## src/rtl/pipe_register.sv

```systemverilog
// pipe_register: enable-gated pipeline register chain with async active-low reset.
// Optional per-stage even parity and o_perr flag when REGISTER_PARITY_EN is defined.
module pipe_register #(
    parameter int               WIDTH   = 32,
    parameter logic [WIDTH-1:0] RST_VAL = {WIDTH{1'b0}},
    parameter int               STAGES  = 1
) (
    output logic [WIDTH-1:0] o_q,
    input  logic             i_en,
    input  logic [WIDTH-1:0] i_d,
    input  logic             i_rst_n,
    input  logic             i_clk
`ifdef REGISTER_PARITY_EN
    ,
    output logic             o_perr
`endif
);

    logic [WIDTH-1:0] s [STAGES];

    // Data chain: all stages advance together on an enabled edge; an X enable smears into the stages.
    always_ff @(posedge i_clk or negedge i_rst_n) begin
        if (!i_rst_n) begin
            for (int k = 0; k < STAGES; k++) s[k] <= RST_VAL;
        end else begin
            s[0] <= i_en ? i_d : s[0];
            for (int k = 1; k < STAGES; k++) s[k] <= i_en ? s[k-1] : s[k];
        end
    end

    assign o_q = s[STAGES-1];

`ifdef REGISTER_PARITY_EN
    logic p [STAGES];

    // Parity chain: even parity of the loaded word travels alongside its data.
    always_ff @(posedge i_clk or negedge i_rst_n) begin
        if (!i_rst_n) begin
            for (int k = 0; k < STAGES; k++) p[k] <= ^RST_VAL;
        end else begin
            p[0] <= i_en ? ^i_d : p[0];
            for (int k = 1; k < STAGES; k++) p[k] <= i_en ? p[k-1] : p[k];
        end
    end

    assign o_perr = (^s[STAGES-1]) ^ p[STAGES-1];
`endif

endmodule

```

## config.mk

```make
export PLATFORM = sky130hd
export DESIGN_NAME = pipe_register
export DESIGN_NICKNAME = d
export VERILOG_FILES = /design/src/rtl/pipe_register.sv
export SDC_FILE = /design/constraint.sdc
export NUM_CORES = 1
export LEC_CHECK = 0
export BUFFER_PORTS_ARGS = -buffer_cell sky130_fd_sc_hd__buf_2
export CELL_PAD_IN_SITES_DETAIL_PLACEMENT = 2
export CELL_PAD_IN_SITES_GLOBAL_PLACEMENT = 2
export CORE_MARGIN = 5
export CORE_UTILIZATION = 27
export DETAILED_ROUTE_END_ITERATION = 6
export PLACE_DENSITY = 0.74
export SLEW_MARGIN = 20
export SYNTH_ARGS = -nofsm -noshare
export SYNTH_HDL_FRONTEND = slang
export SYNTH_SLANG_ARGS = --single-unit
```

## constraint.sdc

```tcl
create_clock -name i_clk -period 0.8 [get_ports i_clk]
set_input_delay 0.08 -clock i_clk [delete_from_list [all_inputs] [get_ports i_clk]]
set_output_delay 0.08 -clock i_clk [all_outputs]
set_load 0.01 [all_outputs]
```

==> impl_metrics.yaml, run 1 <==
clock_tree:
  ctsLongestPathBuffers: 2
  worstSkewPairLatency_ps: 270
  cts_tree: "built"
  cts_inserted_buffers: 5
  clock-sinks: 32
  root_buffer: "clkbuf_8"
  htreeDepth: 2
  clkTransAtPathRegs_ps: 70
route:
  drt_iter0_markers: 7
  route.vias.total: 881
  drc: 0
  final_antenna_net_count: 0
  wirelength_microns: 3580
  first_pass_iters: 3
  wl_per_cell_microns: 16.3
  via_per_inst: 4.02
run_status:
  status: "finished, violations left"
  failed_checks: "setup timing"
grt:
  overflow: 0
  grt_util_all_layers: 0.112
  grt_pass1_vias: 1052
  grt_start_max_net_pins: 33
  antenna_found_initial: 0
  grt_pass1_wl_microns: 5330
placed_design:
  dp_hpwl_microns: 2600
  pre_cts_slack_ps: -109
  place_congestion: 0.646
  port_buffers: 66
yosys:
  synthAdderAreaFrac: 0
  synth_nets: 103
  synth_compound_area_frac: 0
  syn_inst: 68
  avgSynthCellArea_sq_um: 19.8
  synth_top_family_by_area: "multiplexers"
  synth_seq_area_share: 0.595
  synthMuxAreaShare: 0.352
  ys_ff_latch: 32
  synthDistinctLibCells: 5
  yosysWarnings: 0
  yosys.area_share.xor_xnor: 0
  yosys.area_share.simple: 0
  syn_area_sq_um: 1350
timing:
  rsz0062_at_grt: "yes"
  hold_violations: 0
  period_minus_slack_ps: 910
  maxSlewHeadroom: 0.879
  finalClockSkew_ps: 0
  maxSlewViolCount: 0
  post-route-period-util: 1.14
  fmax_mhz: 1100
  setup_violations: 43
  tightest_slew_ps: 181
  holdWs_ps: 29.5
  worst_slack_ps: -110
floorplan:
  rows: 25
  fp.dieArea_sq_um: 6490
  fp.dieH_microns: 80.6
  dieWidth_microns: 80.6
  start_util: 0.281
  io_pins: 67
  core_sq_um: 4790
setup_path:
  crit_family: "flip-flops"
  cp-startpoint: "o_q[23]"
  critPathMaxFanout: 2
  ff2ff_setup_slack_ps: -110
  regToRegStartpoint: "o_q[23]"
  rr_endpoint: "o_q[23]"
  crit_path_end_kind: "flop"
  cp.arrival_ps: 1070
  max_stage_delay_ps: 390
  worstPathCellList: "buf_4 -> mux2_4"
  r2r.worst_path.cells: 2
  cp.depth: 2
  cp-start-kind: "flop"
  worstPathRequired_ps: 960
  worst-path-buf-inv: 1
  endpoint: "o_q[23]"
  crit_type: "flop to flop"
  cpMaxStageDelayCell: "dfrtp_1"
power_and_ir_drop:
  ir_drop_mv: 0.583
  p_per_area_nw_per_um2: 2040
  leakage_uw: 0.00104
layout:
  antennaDiodeCount: 0
  fin_nets: 187
  syn2layout_area_growth_pct: 48.3
  largest_reg_flops: 32
  drive_above_1_share: 0.783
  fillerInstances: 492
  layout_common_cells: "buf_2 (58), dfrtp_1 (32), mux2_4 (30), buf_6 (10), buf_4 (9)"
  mostFrequentLayoutCell: "buf_2"
worst_hold_path:
  min_path_type: "primary input to flop"
  hp-start: "i_d[25]"
  hold_path_depth: 2
run:
  maxCapViolCount: 0
[layout make-up]
type	count	area [sq um]	area share
Sequential cell	32	801	0.402
Clock buffer	7	96.3	0.0483
Multi-Input combinational cell	32	473	0.237
Timing Repair Buffer	81	541	0.271
Tap cell	67	83.8	0.0420
[cells by family (layout without fill, tap and decap cells)]
| group | after synthesis | after routing |
|---|---|---|
| buffers and inverters | 4 | 88 |
| DFF | 32 | 32 |
| muxes | 32 | 32 |
[per-layer routing]
layer | wire length, microns | track usage
met1 | 1310 | 0.118
met2 | 2080 | 0.206
met3 | 155 | 0.0280
met4 | 36 | 0.0507
met5 | 0 | 0
[through the flow]
stage / area, sq um / util / TNS, ps / power, uW / std cells
final: 1990 / 0.417 / -3410 / 4080 / 219
after global routing: 1990 / 0.417 / -4910 / 4300 / 219
after CTS: 1900 / 0.397 / -3090 / 4050 / 210
after detailed placement: 1750 / 0.365 / -2660 / 2650 / 200
after global placement: 1750 / 0.365 / -1750 / 2610 / 200
after floorplan: 1350 / - / 0 / 2300 / 68
[Yosys cell counts]
master	n	area, sq um
mux2_2	2	22.5
buf_12	3	60.1
buf_6	1	11.3
dfrtp_1	32	801
mux2_4	30	450
[worst min path at each step]
stage	end	slack, ps
2_1_floorplan	o_q[0]	-220
3_3_place_gp	o_q[21]	40
3_5_place_dp	o_q[21]	50
4_1_cts	o_q[25]	20
5_1_grt	o_q[15]	20
6_report	o_q[25]	30
[worst register-to-register path: cells and delay by family, from the launching register on]
kind                   cells  cell delay [ps]
multiplexers               1              270
flip-flops                 1              390
buffers and inverters      1              140
[power breakdown]
part | internal, uW | switching (uW) | total [uW]
Combinational | 546 | 322 | 868
Sequential | 1780 | 104 | 1890
Clock | 766 | 556 | 1320
Total | 3090 | 982 | 4080
[timing repair]
action / CTS / global route
hold buffers: 1 / 0
pin swaps: 0 / 0
resized for setup: 5 / 5
setup buffers: 2 / 9
endpoints found under the hold margin: 32 / 0
setup endpoints to repair: 32 / 35
Note: power is estimated with default switching activity, not from simulation.
==> inputs of run 2 (changes only) <==
Settings changed: CORE_UTILIZATION 27 to 28, CTS_BUF_LIST set to sky130_fd_sc_hd__clkbuf_8, PLACE_DENSITY 0.74 to 0.76.
==> run 2 against run 1 <==
  * The run still ends with setup timing left
  * Sequential power is essentially flat
  * Wire length grew 2.5%
  * Worst setup slack gained 1.9 ps
  * Critical path type is now flop to output port
  * Non-clock buffer count grew 3
  * Worst hold slack gained 2.7 ps
  * Sequential cell count is the same
  * Via count grew 3.7%
  * Register-to-register slack gained 20 ps
  * Clock power shrank 14%
  * Die area shrank 3.1%
  * Utilization is essentially flat
==> impl_metrics.yaml, run 2 (synthesized netlist as in run 1, its figures left out) <==
run_status:
  status: "finished, violations left"
  failed_checks: "setup timing"
grt:
  grt_pass1_wl_microns: 5460
  overflow: 0
  antenna_found_initial: 0
  grt_pass1_vias: 1026
  grt_start_max_net_pins: 33
  grt_util_all_layers: 0.119
setup_path:
  rr_endpoint: "o_q[5]"
  critPathMaxFanout: 2
  max_stage_delay_ps: 410
  crit_type: "flop to output port"
  cp-startpoint: "o_q[12]"
  cpMaxStageDelayCell: "dfrtp_1"
  endpoint: "o_q[12]"
  crit_family: "flip-flops"
  cp.arrival_ps: 830
  regToRegStartpoint: "o_q[5]"
  crit_path_end_kind: "output port"
  worstPathCellList: "buf_6"
  cp.depth: 1
  worstPathRequired_ps: 720
  ff2ff_setup_slack_ps: -90
  r2r.worst_path.cells: 2
  cp-start-kind: "flop"
  worst-path-buf-inv: 1
timing:
  post-route-period-util: 1.14
  holdWs_ps: 32.2
  tightest_slew_ps: 176
  setup_violations: 46
  worst_slack_ps: -108
  finalClockSkew_ps: 0
  maxSlewHeadroom: 0.883
  rsz0062_at_grt: "yes"
  period_minus_slack_ps: 908
  hold_violations: 0
  maxSlewViolCount: 0
  fmax_mhz: 1100
  fin_tns_setup_ps: -3540
floorplan:
  io_pins: 67
  core_sq_um: 4690
  fp.dieH_microns: 79.3
  fp.dieArea_sq_um: 6290
  start_util: 0.287
  rows: 25
  dieWidth_microns: 79.3
clock_tree:
  clkTransAtPathRegs_ps: 60
  ctsLongestPathBuffers: 2
  cts_inserted_buffers: 5
  root_buffer: "clkbuf_8"
  clock-sinks: 32
  worstSkewPairLatency_ps: 280
  cts_tree: "built"
  htreeDepth: 2
route:
  via_per_inst: 4.37
  wirelength_microns: 3670
  route.vias.total: 914
  wl_per_cell_microns: 17.6
  drt_iter0_markers: 25
  final_antenna_net_count: 0
  drc: 0
  first_pass_iters: 3
power_and_ir_drop:
  p_int_uw: 2900
  leakage_uw: 0.00104
  total_power_uw: 3880
  clkPwrFrac: 0.290
  switchingPower_uw: 978
  switching_share: 0.252
  p_per_area_nw_per_um2: 1990
  ir_drop_mv: 0.712
  seq_power_share: 0.485
  pwr-share-comb: 0.225
layout:
  fin_nets: 190
  fillerInstances: 480
  largest_reg_flops: 32
  antennaDiodeCount: 0
  layout_common_cells: "buf_2 (60), dfrtp_1 (32), mux2_4 (30), buf_4 (14), buf_6 (7)"
  mostFrequentLayoutCell: "buf_2"
  final_core_util: 0.416
  drive_above_1_share: 0.781
  multi_input_area_sq_um: 473
  syn2layout_area_growth_pct: 45.2
  seqCellArea_sq_um: 801
placed_design:
  place_congestion: 0.696
  port_buffers: 66
  dp_hpwl_microns: 2690
  pre_cts_slack_ps: -112
worst_hold_path:
  min_path_type: "primary input to flop"
run:
  maxCapViolCount: 0
[run 2: worst min-delay path by stage]
stage,from,end,slack [ps],cells after the start
global route,i_d[16],o_q[16],20,2
global placement,i_rst_n,o_q[28],40,2
CTS,i_d[13],o_q[13],20,2
finish,i_d[13],o_q[13],30,2
floorplan,i_rst_n,o_q[0],-220,0
detailed placement,i_rst_n,o_q[25],50,2
[run 2: area by class of cell]
type,instances,area share
Clock buffer,5,0.0352
Clock inverter,2,0.00448
Multi-Input combinational cell,32,0.242
Sequential cell,32,0.410
Tap cell,54,0.0346
Timing Repair Buffer,84,0.274
[run 2: what timing repair did]
item	in CTS	in global routing
hold endpoints to repair	32	0
hold buffers	1	0
setup endpoints to repair	32	37
setup buffers	1	12
cloned	0	0
gates resized for setup	5	2
[run 2: power by group through the flow]
stage	Clock, uW	Combinational [uW]	Sequential (uW)
2_1_floorplan	0	332	1970
5_1_grt	1290	934	1900
6_report	1130	873	1880
3_3_place_gp	0	718	1890
4_1_cts	1190	791	1890
3_5_place_dp	0	747	1910
[run 2: metal layers]
layer  track usage  up-vias  wire length (microns)
li1              -      405                      -
met1         0.127      462                   1350
met3        0.0272        7                    184
met5             0        -                      0
met4        0.0722        0                     85
met2         0.210       40                   2050
[run 2: metrics by stage]
stage                     area [sq um]  instances
after CTS                         1850        197
after global routing              1950        209
after floorplan                   1350         68
after global placement            1730        188
final                             1950        209
after detailed placement          1730        188
